[src/rtl/insa_pkg.sv]
// Shared types and constants for the INSA store-range buffer.
// Optional merge behaviour is controlled by the INSA_STORE_BUF_MERGE_EN macro.
package insa_pkg;

    // Default number of range entries and the native entry width.
    localparam int INSA_BUF_DEPTH = 16;
    localparam int INSA_AW        = 32;

    // Store size encoding on the commit interface.
    localparam logic [1:0] SZ_B = 2'd0;
    localparam logic [1:0] SZ_H = 2'd1;
    localparam logic [1:0] SZ_W = 2'd2;
    localparam logic [1:0] SZ_D = 2'd3;

    // One recorded store: inclusive byte range [first, last].
    typedef struct packed {
        logic [INSA_AW-1:0] first;
        logic [INSA_AW-1:0] last;
    } insa_range_t;

endpackage

[src/rtl/insa_store_buf_if.sv]
// Commit/ALU-side bus of the INSA store-range buffer.
// The master side (commit stage + ALU) drives stores, clears and read
// indices; the slave side (the buffer) returns the indexed range and status.
interface insa_store_buf_if #(
    parameter int AW    = 32,
    parameter int DEPTH = 16
);
    localparam int CW = $clog2(DEPTH) + 1;

    logic          commit_valid_i;
    logic [AW-1:0] commit_addr_i;
    logic [1:0]    commit_size_i;
    logic          rst_buf_i;
    logic          en_crash_i;
    logic [19:0]   read_index_i;
    logic [AW-1:0] read_first_o;
    logic [AW-1:0] read_last_o;
    logic          data_in_buffer_o;
    logic [CW-1:0] count_o;
    logic          overflow_o;
    logic          crash_o;

    modport master (
        output commit_valid_i, commit_addr_i, commit_size_i,
        output rst_buf_i, en_crash_i, read_index_i,
        input  read_first_o, read_last_o, data_in_buffer_o,
        input  count_o, overflow_o, crash_o
    );

    modport slave (
        input  commit_valid_i, commit_addr_i, commit_size_i,
        input  rst_buf_i, en_crash_i, read_index_i,
        output read_first_o, read_last_o, data_in_buffer_o,
        output count_o, overflow_o, crash_o
    );

endinterface

[src/rtl/insa_range_ram.sv]
// Flop array of store ranges: one synchronous write port, one
// asynchronous read port. Contents reset to zero.
module insa_range_ram
    import insa_pkg::*;
#(
    parameter int DEPTH = INSA_BUF_DEPTH
) (
    input  logic                     clk_i,
    input  logic                     rst_ni,
    input  logic                     i_we,
    input  logic [$clog2(DEPTH)-1:0] i_waddr,
    input  insa_range_t              i_wdata,
    input  logic [$clog2(DEPTH)-1:0] i_raddr,
    output insa_range_t              o_rdata
);

    insa_range_t r_mem [DEPTH];

    // Entry storage: cleared on reset, one entry written per cycle.
    // NOTE: this array is deliberately reset so every entry reads as zero
    // after reset; storage that has no observable reset value would normally
    // drop the reset branch and save the reset fan-out.
    always_ff @(posedge clk_i or negedge rst_ni) begin
        if (!rst_ni) begin
            for (int i = 0; i < DEPTH; i++) begin
                r_mem[i] <= '0;
            end
        end else if (i_we) begin
            r_mem[i_waddr] <= i_wdata;
        end
    end

    assign o_rdata = r_mem[i_raddr];

endmodule

[src/rtl/insa_store_buf.sv]
// Commit-side circular log of retired store byte ranges, oldest first,
// indexed combinationally by the ALU INSA read ops.
// Optional macro INSA_STORE_BUF_MERGE_EN: a store that starts right after
// the newest range extends that range instead of pushing a new entry.
// AW must not exceed insa_pkg::INSA_AW (entries are stored at that width).
module insa_store_buf
    import insa_pkg::*;
#(
    parameter int DEPTH = INSA_BUF_DEPTH,
    parameter int AW    = INSA_AW
) (
    input  logic             clk_i,
    input  logic             rst_ni,
    insa_store_buf_if.slave  bus
);

    localparam int PW = $clog2(DEPTH);
    localparam int CW = PW + 1;

    logic [PW-1:0] r_rd_ptr;
    logic [PW-1:0] r_wr_ptr;
    logic [CW-1:0] r_count;
    logic          r_overflow;
    logic          r_crash;

    logic          w_full;
    logic          w_do_commit;
    logic          w_merge;
    logic [AW-1:0] w_last_new;
    logic [PW-1:0] w_waddr;
    insa_range_t   w_wdata;
    logic [PW-1:0] w_rslot;
    logic          w_rvalid;
    insa_range_t   w_rdata;

    assign w_full      = (r_count == CW'(DEPTH));
    assign w_do_commit = bus.commit_valid_i && !bus.rst_buf_i;
    // Inclusive last byte; wraps mod 2^AW with no special casing.
    assign w_last_new  = bus.commit_addr_i
                       + ((AW'(1) << bus.commit_size_i) - AW'(1));

`ifdef INSA_STORE_BUF_MERGE_EN
    // Shadow of the newest entry so merging needs no second RAM read port.
    insa_range_t   r_newest;
    logic [AW-1:0] w_newest_last;

    assign w_newest_last = AW'(r_newest.last);
    assign w_merge = w_do_commit
                  && (r_count != '0)
                  && (bus.commit_addr_i == w_newest_last + AW'(1))
                  && (w_newest_last != {AW{1'b1}});

    // Track whatever was last written so it always mirrors the newest entry.
    always_ff @(posedge clk_i or negedge rst_ni) begin
        if (!rst_ni) begin
            r_newest <= '0;
        end else if (w_do_commit) begin
            r_newest <= w_wdata;
        end
    end
`else
    assign w_merge = 1'b0;
`endif

    // Build the entry to write: a fresh range, or the newest range extended.
    // NOTE: every output of a combinational block gets a default first so no
    // path leaves it unassigned and infers a latch.
    always_comb begin
        w_wdata       = '0;
        w_waddr       = r_wr_ptr;
        w_wdata.first = INSA_AW'(bus.commit_addr_i);
        w_wdata.last  = INSA_AW'(w_last_new);
`ifdef INSA_STORE_BUF_MERGE_EN
        if (w_merge) begin
            w_waddr       = r_wr_ptr - PW'(1);
            w_wdata.first = r_newest.first;
        end
`endif
    end

    // Pointer, occupancy and sticky-flag update; clear beats commit.
    // NOTE: sequential state uses non-blocking assignments so every register
    // samples the pre-edge values regardless of statement order.
    always_ff @(posedge clk_i or negedge rst_ni) begin
        if (!rst_ni) begin
            r_rd_ptr   <= '0;
            r_wr_ptr   <= '0;
            r_count    <= '0;
            r_overflow <= 1'b0;
            r_crash    <= 1'b0;
        end else if (bus.rst_buf_i) begin
            r_rd_ptr   <= '0;
            r_wr_ptr   <= '0;
            r_count    <= '0;
            r_overflow <= 1'b0;
            r_crash    <= 1'b0;
        end else if (bus.commit_valid_i && !w_merge) begin
            r_wr_ptr <= r_wr_ptr + PW'(1);
            if (w_full) begin
                // Oldest entry is overwritten: advance the read side too.
                r_rd_ptr   <= r_rd_ptr + PW'(1);
                r_overflow <= 1'b1;
                if (bus.en_crash_i) begin
                    r_crash <= 1'b1;
                end
            end else begin
                r_count <= r_count + CW'(1);
            end
        end
    end

    insa_range_ram #(
        .DEPTH (DEPTH)
    ) u_ram (
        .clk_i   (clk_i),
        .rst_ni  (rst_ni),
        .i_we    (w_do_commit),
        .i_waddr (w_waddr),
        .i_wdata (w_wdata),
        .i_raddr (w_rslot),
        .o_rdata (w_rdata)
    );

    // Logical index 0 is the oldest entry; indices past count read as zero.
    assign w_rslot  = r_rd_ptr + bus.read_index_i[PW-1:0];
    assign w_rvalid = (32'(bus.read_index_i) < 32'(r_count));

    assign bus.read_first_o     = w_rvalid ? AW'(w_rdata.first) : '0;
    assign bus.read_last_o      = w_rvalid ? AW'(w_rdata.last)  : '0;
    assign bus.data_in_buffer_o = (r_count != '0);
    assign bus.count_o          = r_count;
    assign bus.overflow_o       = r_overflow;
    assign bus.crash_o          = r_crash;

endmodule

[src/flat_wrapper.sv]
// flat-port wrapper written by rule: the top's interface ports become plain ports
module insa_store_buf_flat import insa_pkg::*;
#(
    parameter int DEPTH = INSA_BUF_DEPTH,
    parameter int AW    = INSA_AW
)
  (clk_i, rst_ni, bus_commit_valid_i, bus_commit_addr_i, bus_commit_size_i, bus_rst_buf_i, bus_en_crash_i, bus_read_index_i, bus_read_first_o, bus_read_last_o, bus_data_in_buffer_o, bus_count_o, bus_overflow_o, bus_crash_o);
  insa_store_buf_if #(.AW(AW), .DEPTH(DEPTH)) bus_i ();
  input  logic clk_i;
  input  logic rst_ni;
  input wire logic [$bits(bus_i.commit_valid_i)-1:0] bus_commit_valid_i;
  input wire logic [$bits(bus_i.commit_addr_i)-1:0] bus_commit_addr_i;
  input wire logic [$bits(bus_i.commit_size_i)-1:0] bus_commit_size_i;
  input wire logic [$bits(bus_i.rst_buf_i)-1:0] bus_rst_buf_i;
  input wire logic [$bits(bus_i.en_crash_i)-1:0] bus_en_crash_i;
  input wire logic [$bits(bus_i.read_index_i)-1:0] bus_read_index_i;
  output wire logic [$bits(bus_i.read_first_o)-1:0] bus_read_first_o;
  output wire logic [$bits(bus_i.read_last_o)-1:0] bus_read_last_o;
  output wire logic [$bits(bus_i.data_in_buffer_o)-1:0] bus_data_in_buffer_o;
  output wire logic [$bits(bus_i.count_o)-1:0] bus_count_o;
  output wire logic [$bits(bus_i.overflow_o)-1:0] bus_overflow_o;
  output wire logic [$bits(bus_i.crash_o)-1:0] bus_crash_o;
  assign bus_i.commit_valid_i = bus_commit_valid_i;
  assign bus_i.commit_addr_i = bus_commit_addr_i;
  assign bus_i.commit_size_i = bus_commit_size_i;
  assign bus_i.rst_buf_i = bus_rst_buf_i;
  assign bus_i.en_crash_i = bus_en_crash_i;
  assign bus_i.read_index_i = bus_read_index_i;
  assign bus_read_first_o = bus_i.read_first_o;
  assign bus_read_last_o = bus_i.read_last_o;
  assign bus_data_in_buffer_o = bus_i.data_in_buffer_o;
  assign bus_count_o = bus_i.count_o;
  assign bus_overflow_o = bus_i.overflow_o;
  assign bus_crash_o = bus_i.crash_o;
  insa_store_buf #(.DEPTH(DEPTH), .AW(AW)) u_core (.clk_i(clk_i), .rst_ni(rst_ni), .bus(bus_i));
endmodule
[config.mk]
export PLATFORM = sky130hd
export DESIGN_NAME = insa_store_buf_flat
export DESIGN_NICKNAME = d
export VERILOG_FILES = /design/src/rtl/insa_pkg.sv /design/src/rtl/insa_store_buf_if.sv /design/src/rtl/insa_range_ram.sv /design/src/rtl/insa_store_buf.sv /design/src/flat_wrapper.sv
export SDC_FILE = /design/constraint.sdc
export NUM_CORES = 2
export LEC_CHECK = 0
export ABC_CLOCK_PERIOD_IN_PS = 3200
export BUFFER_PORTS_ARGS = -buffer_cell sky130_fd_sc_hd__buf_4
export CAP_MARGIN = 20
export CORE_MARGIN = 3
export CORE_UTILIZATION = 40
export CTS_CLUSTER_SIZE = 25
export DETAILED_ROUTE_END_ITERATION = 7
export HOLD_SLACK_MARGIN = 0.12
export PLACE_DENSITY_LB_ADDON = 0.2
export SETUP_SLACK_MARGIN = 0.3
export SYNTH_ARGS = -nofsm -noshare
export SYNTH_HDL_FRONTEND = slang
export SYNTH_SLANG_ARGS = --single-unit
[constraint.sdc]
create_clock -name clk_i -period 3.2 [get_ports clk_i]
set_clock_uncertainty 0.2 [all_clocks]
set_input_delay 0.32 -clock clk_i [delete_from_list [all_inputs] [get_ports clk_i]]
set_output_delay 0.32 -clock clk_i [all_outputs]
set_load 0.02 [all_outputs]
==> impl_metrics.tcl <==
set metrics [dict create \
    relSlewSlack_pct 44.20 \
    num_vias 33110 \
    rr_worst_depth 8 \
    path_class "register to output pin" \
    reg2reg_to "u_core.bus.crash_o" \
    r2r_setup_slack_ps 440 \
    area_growth_pct 22.64 \
    start_util_pct 40.39 \
    synth_cells 4275 \
    worstPathCellList "ha_4 > inv_2 > fa_4 > buf_4 > buf_4 > bufbuf_16 > mux4_2 > nor2b_2 > a211oi_2 > a211oi_2 > buf_4" \
    grt_pass1_wl_um 213400 \
    ys_seq_elements 1039 \
    min_to "u_core.u_ram.r_mem[768]" \
    place_hpwl_um 84220 \
    period_share_pct 127.9 \
    cp_top_family "buffers and inverters" \
    whs_ps 259.6 \
    grt_usage_pct 22.56 \
    switching_share_pct 25.94 \
    drt-initial-drc-count 2182 \
    drive_gt1_share_pct 28.13 \
    max_freq_ghz 0.2443 \
    nets 4617 \
    route.antenna.remaining_nets 0 \
    hp-start "bus_commit_size_i[1]" \
    coreArea_mm2 0.1182 \
    p_sw_uw 8624 \
    htreeDepth 3 \
    cp.required_ps 2680 \
    worstPathMaxFanout 7 \
    hold_viol 0 \
    gp_congestion 0.8042 \
    endpoint_kind "output pin" \
    holdPathStages 4 \
    p_int_uw 24630 \
    period_needed_ps 4093 \
    setup_viol 64 \
    cpMostUsedCell "buf_4" \
    synth_warnings 0 \
    peakVddDrop_uv 400.0 \
    clock_latency_ps 690 \
    ys.flop_type "dfrtp_1" \
    drc 0 \
    routedWlPerCell_um 22.46 \
    cts-root-buf "clkbuf_16" \
    worstReg2RegStart "u_core.bus.count_o[0]" \
    seqPwrFrac_pct 44.8 \
    clockBufferDepth 3 \
    cts_tree "done" \
    hold_path_class "primary input to register" \
    synth_cell_types 69 \
    rows 126 \
    clkSinkCount 1039 \
    synth-edff-count 0 \
    combPwrFrac_pct 13.9 \
    critPathMaxStageDelay_ps 660 \
    die_w_um 351.5 \
    syn_avg_cell_area_um2 11.17 \
    drv_slew 0 \
    drv_cap 0 \
    die_h_um 351.5 \
    cp_slowest_cell "fa_4" \
    antenna_found_initial 11 \
    wl_um 138000 \
    via_per_inst 5.387 \
    drt-pass1-iter-count 5 \
    io_pins 131 \
    violations "setup timing" \
    cts_buffers 111 \
    die-area_mm2 0.1236 \
    power.share.clock_pct 41.3 \
    power.density_mw_per_mm2 567.7 \
    rsz0062_at_grt "true" \
    synth.net_count 4384 \
    io_buffer_count 130 \
    dp_slack_ps -338.5 \
    fin_ws_ps -892.6 \
    yosysSeqAreaShare_pct 54.44 \
    clk_pin_slew_ps 60 \
    overflow 0 \
    cp-start-kind "register" \
    cp_num_buf_inv 5 \
    syn_area_mm2 0.04776 \
    fill_cells 10630 \
    grt_pass1_vias 33750 \
    worstMarginPinSlew_ps 837.1 \
    grt_max_degree 136 \
    status "finished, violations left" \
    async_reset_ff_share_pct 100.0 \
    p_leak_uw 0.02628 \
    cp.arrival_ps 3570 \
]
## stage by stage
stage | instance area, um2 | power (uW) | TNS, ps | util [%] | std cells
after floorplan | 48340 | 17640 | 0 | - | 4275
after global placement | 52730 | 19400 | -19370 | 44.59 | 5835
after detailed placement | 52730 | 19500 | -26270 | 44.59 | 5835
after CTS | 57790 | 33420 | -54040 | 48.87 | 6108
after global routing | 58560 | 34670 | -57850 | 49.52 | 6140
final | 58570 | 33250 | -50770 | 49.53 | 6145
## worst max path at each step
| stage | from | endpoint | slack (ps) | cells past startpoint |
|---|---|---|---|---|
| after CTS | u_core.r_rd_ptr[0] | bus_read_first_o[12] | -930 | 10 |
| after global placement | bus_read_index_i[0] | bus_read_last_o[28] | -380 | 12 |
| final | u_core.r_rd_ptr[0] | bus_read_last_o[3] | -890 | 11 |
| after floorplan | bus_commit_addr_i[1] | u_core.u_ram.r_mem[919] | 80 | 14 |
| after global routing | u_core.r_rd_ptr[0] | bus_read_last_o[13] | -990 | 12 |
| after detailed placement | bus_read_index_i[0] | bus_read_last_o[28] | -340 | 12 |
## what timing repair did
action                                   CTS  global route
hold buffers                              40             0
buffers inserted                          20            23
resized for setup                         85            95
pin swaps                                 29            42
hold endpoints to repair                1578             0
endpoints found under the setup margin    64           157
gates cloned                               5             7
## state kept, by name, summed over array words and instances (netlist names)
name                   count
u_core.u_ram.r_mem      1024
u_core.bus.count_o         5
u_core.r_rd_ptr            4
u_core.r_wr_ptr            4
u_core.bus.crash_o         1
u_core.bus.overflow_o      1
## layout by cell type, fill, tap and decap left out, types with 9 or more instances in the layout
cell type,instances
a211oi_2,120
xnor2_1,17
bufinv_16,12
buf_4,332
buf_8,9
clkbuf_16,121
mux2i_2,17
xor2_1,11
nand4_1,11
dfrtp_1,1038
nor2b_1,52
dlygate4sd3_1,40
o21ai_0,817
clkinv_2,27
o31ai_1,18
clkbuf_1,15
ha_1,41
mux2i_1,58
mux4_2,256
o21ai_1,49
nand2_1,934
nand3_1,9
o21ai_2,13
clkbuf_8,27
buf_12,87
o21bai_1,9
inv_1,56
mux2_2,128
nor2b_2,9
buf_6,22
nor2_1,48
nand2_4,12
a21oi_1,29
a21o_1,10
## per-layer routing
layer,vias to the layer above,wire length (um),track usage [%]
met5,-,22,0
met4,4,2679,4.871
met3,180,6248,3.052
met2,627,65520,36.88
met1,16800,63570,32.26
li1,15490,-,-
## worst min-delay path, stage by stage
cell	delay, ps
buf_4	90
or2_2	100
ha_1	440
o21ai_0	160
## synth_stat cells, types with 25 or more instances
cell type  number  area share [%]
buf_2          42            0.44
mux4_2        256              12
nor2_1         50            0.39
mux2i_1        80             1.7
dfrtp_1      1039              54
clkbuf_1      304             2.4
nand2_1       946             7.4
mux2_2        131             3.1
o21ai_1        25            0.26
a211oi_1      133             2.1
inv_1          59            0.46
o21ai_0       843             8.8
ha_1           48             1.3
nor2b_1        67            0.88
a21oi_1        35            0.37
## cells by family after synthesis
group | count (synthesis) | share of synthesized area (%)
muxes | 469 | 16.89
buffers and inverters | 444 | 3.995
AOI/OAI and AO/OA | 1117 | 13.18
xor gates and xnor gates | 37 | 0.7100
adders and majority gates | 50 | 1.341
and+or+nand+nor | 1119 | 9.439
DFF | 1039 | 54.44
## final cells by class
type / count / area (um2) / share of cell area (%)
inverter: 59 / 225.2 / 0.3845
multi-input combinational: 2793 / 21090 / 36.00
tap: 1536 / 1922 / 3.281
sequential: 1039 / 26000 / 44.39
antenna: 6 / 15.01 / 0.02564
clock inverter: 50 / 594.3 / 1.015
clock buffer: 158 / 3331 / 5.687
timing repair buffer: 504 / 5395 / 9.212
## power groups by stage
| stage | Sequential [uW] | Combinational, uW | Clock, uW |
|---|---|---|---|
| 4_1_cts | 14900 | 4530 | 14000 |
| 6_report | 14900 | 4620 | 13700 |
| 3_3_place_gp | 15100 | 4300 | 0 |
| 3_5_place_dp | 15100 | 4370 | 0 |
| 5_1_grt | 15000 | 5120 | 14500 |
| 2_1_floorplan | 14900 | 2710 | 0 |
(Power assumes the default switching activity.)
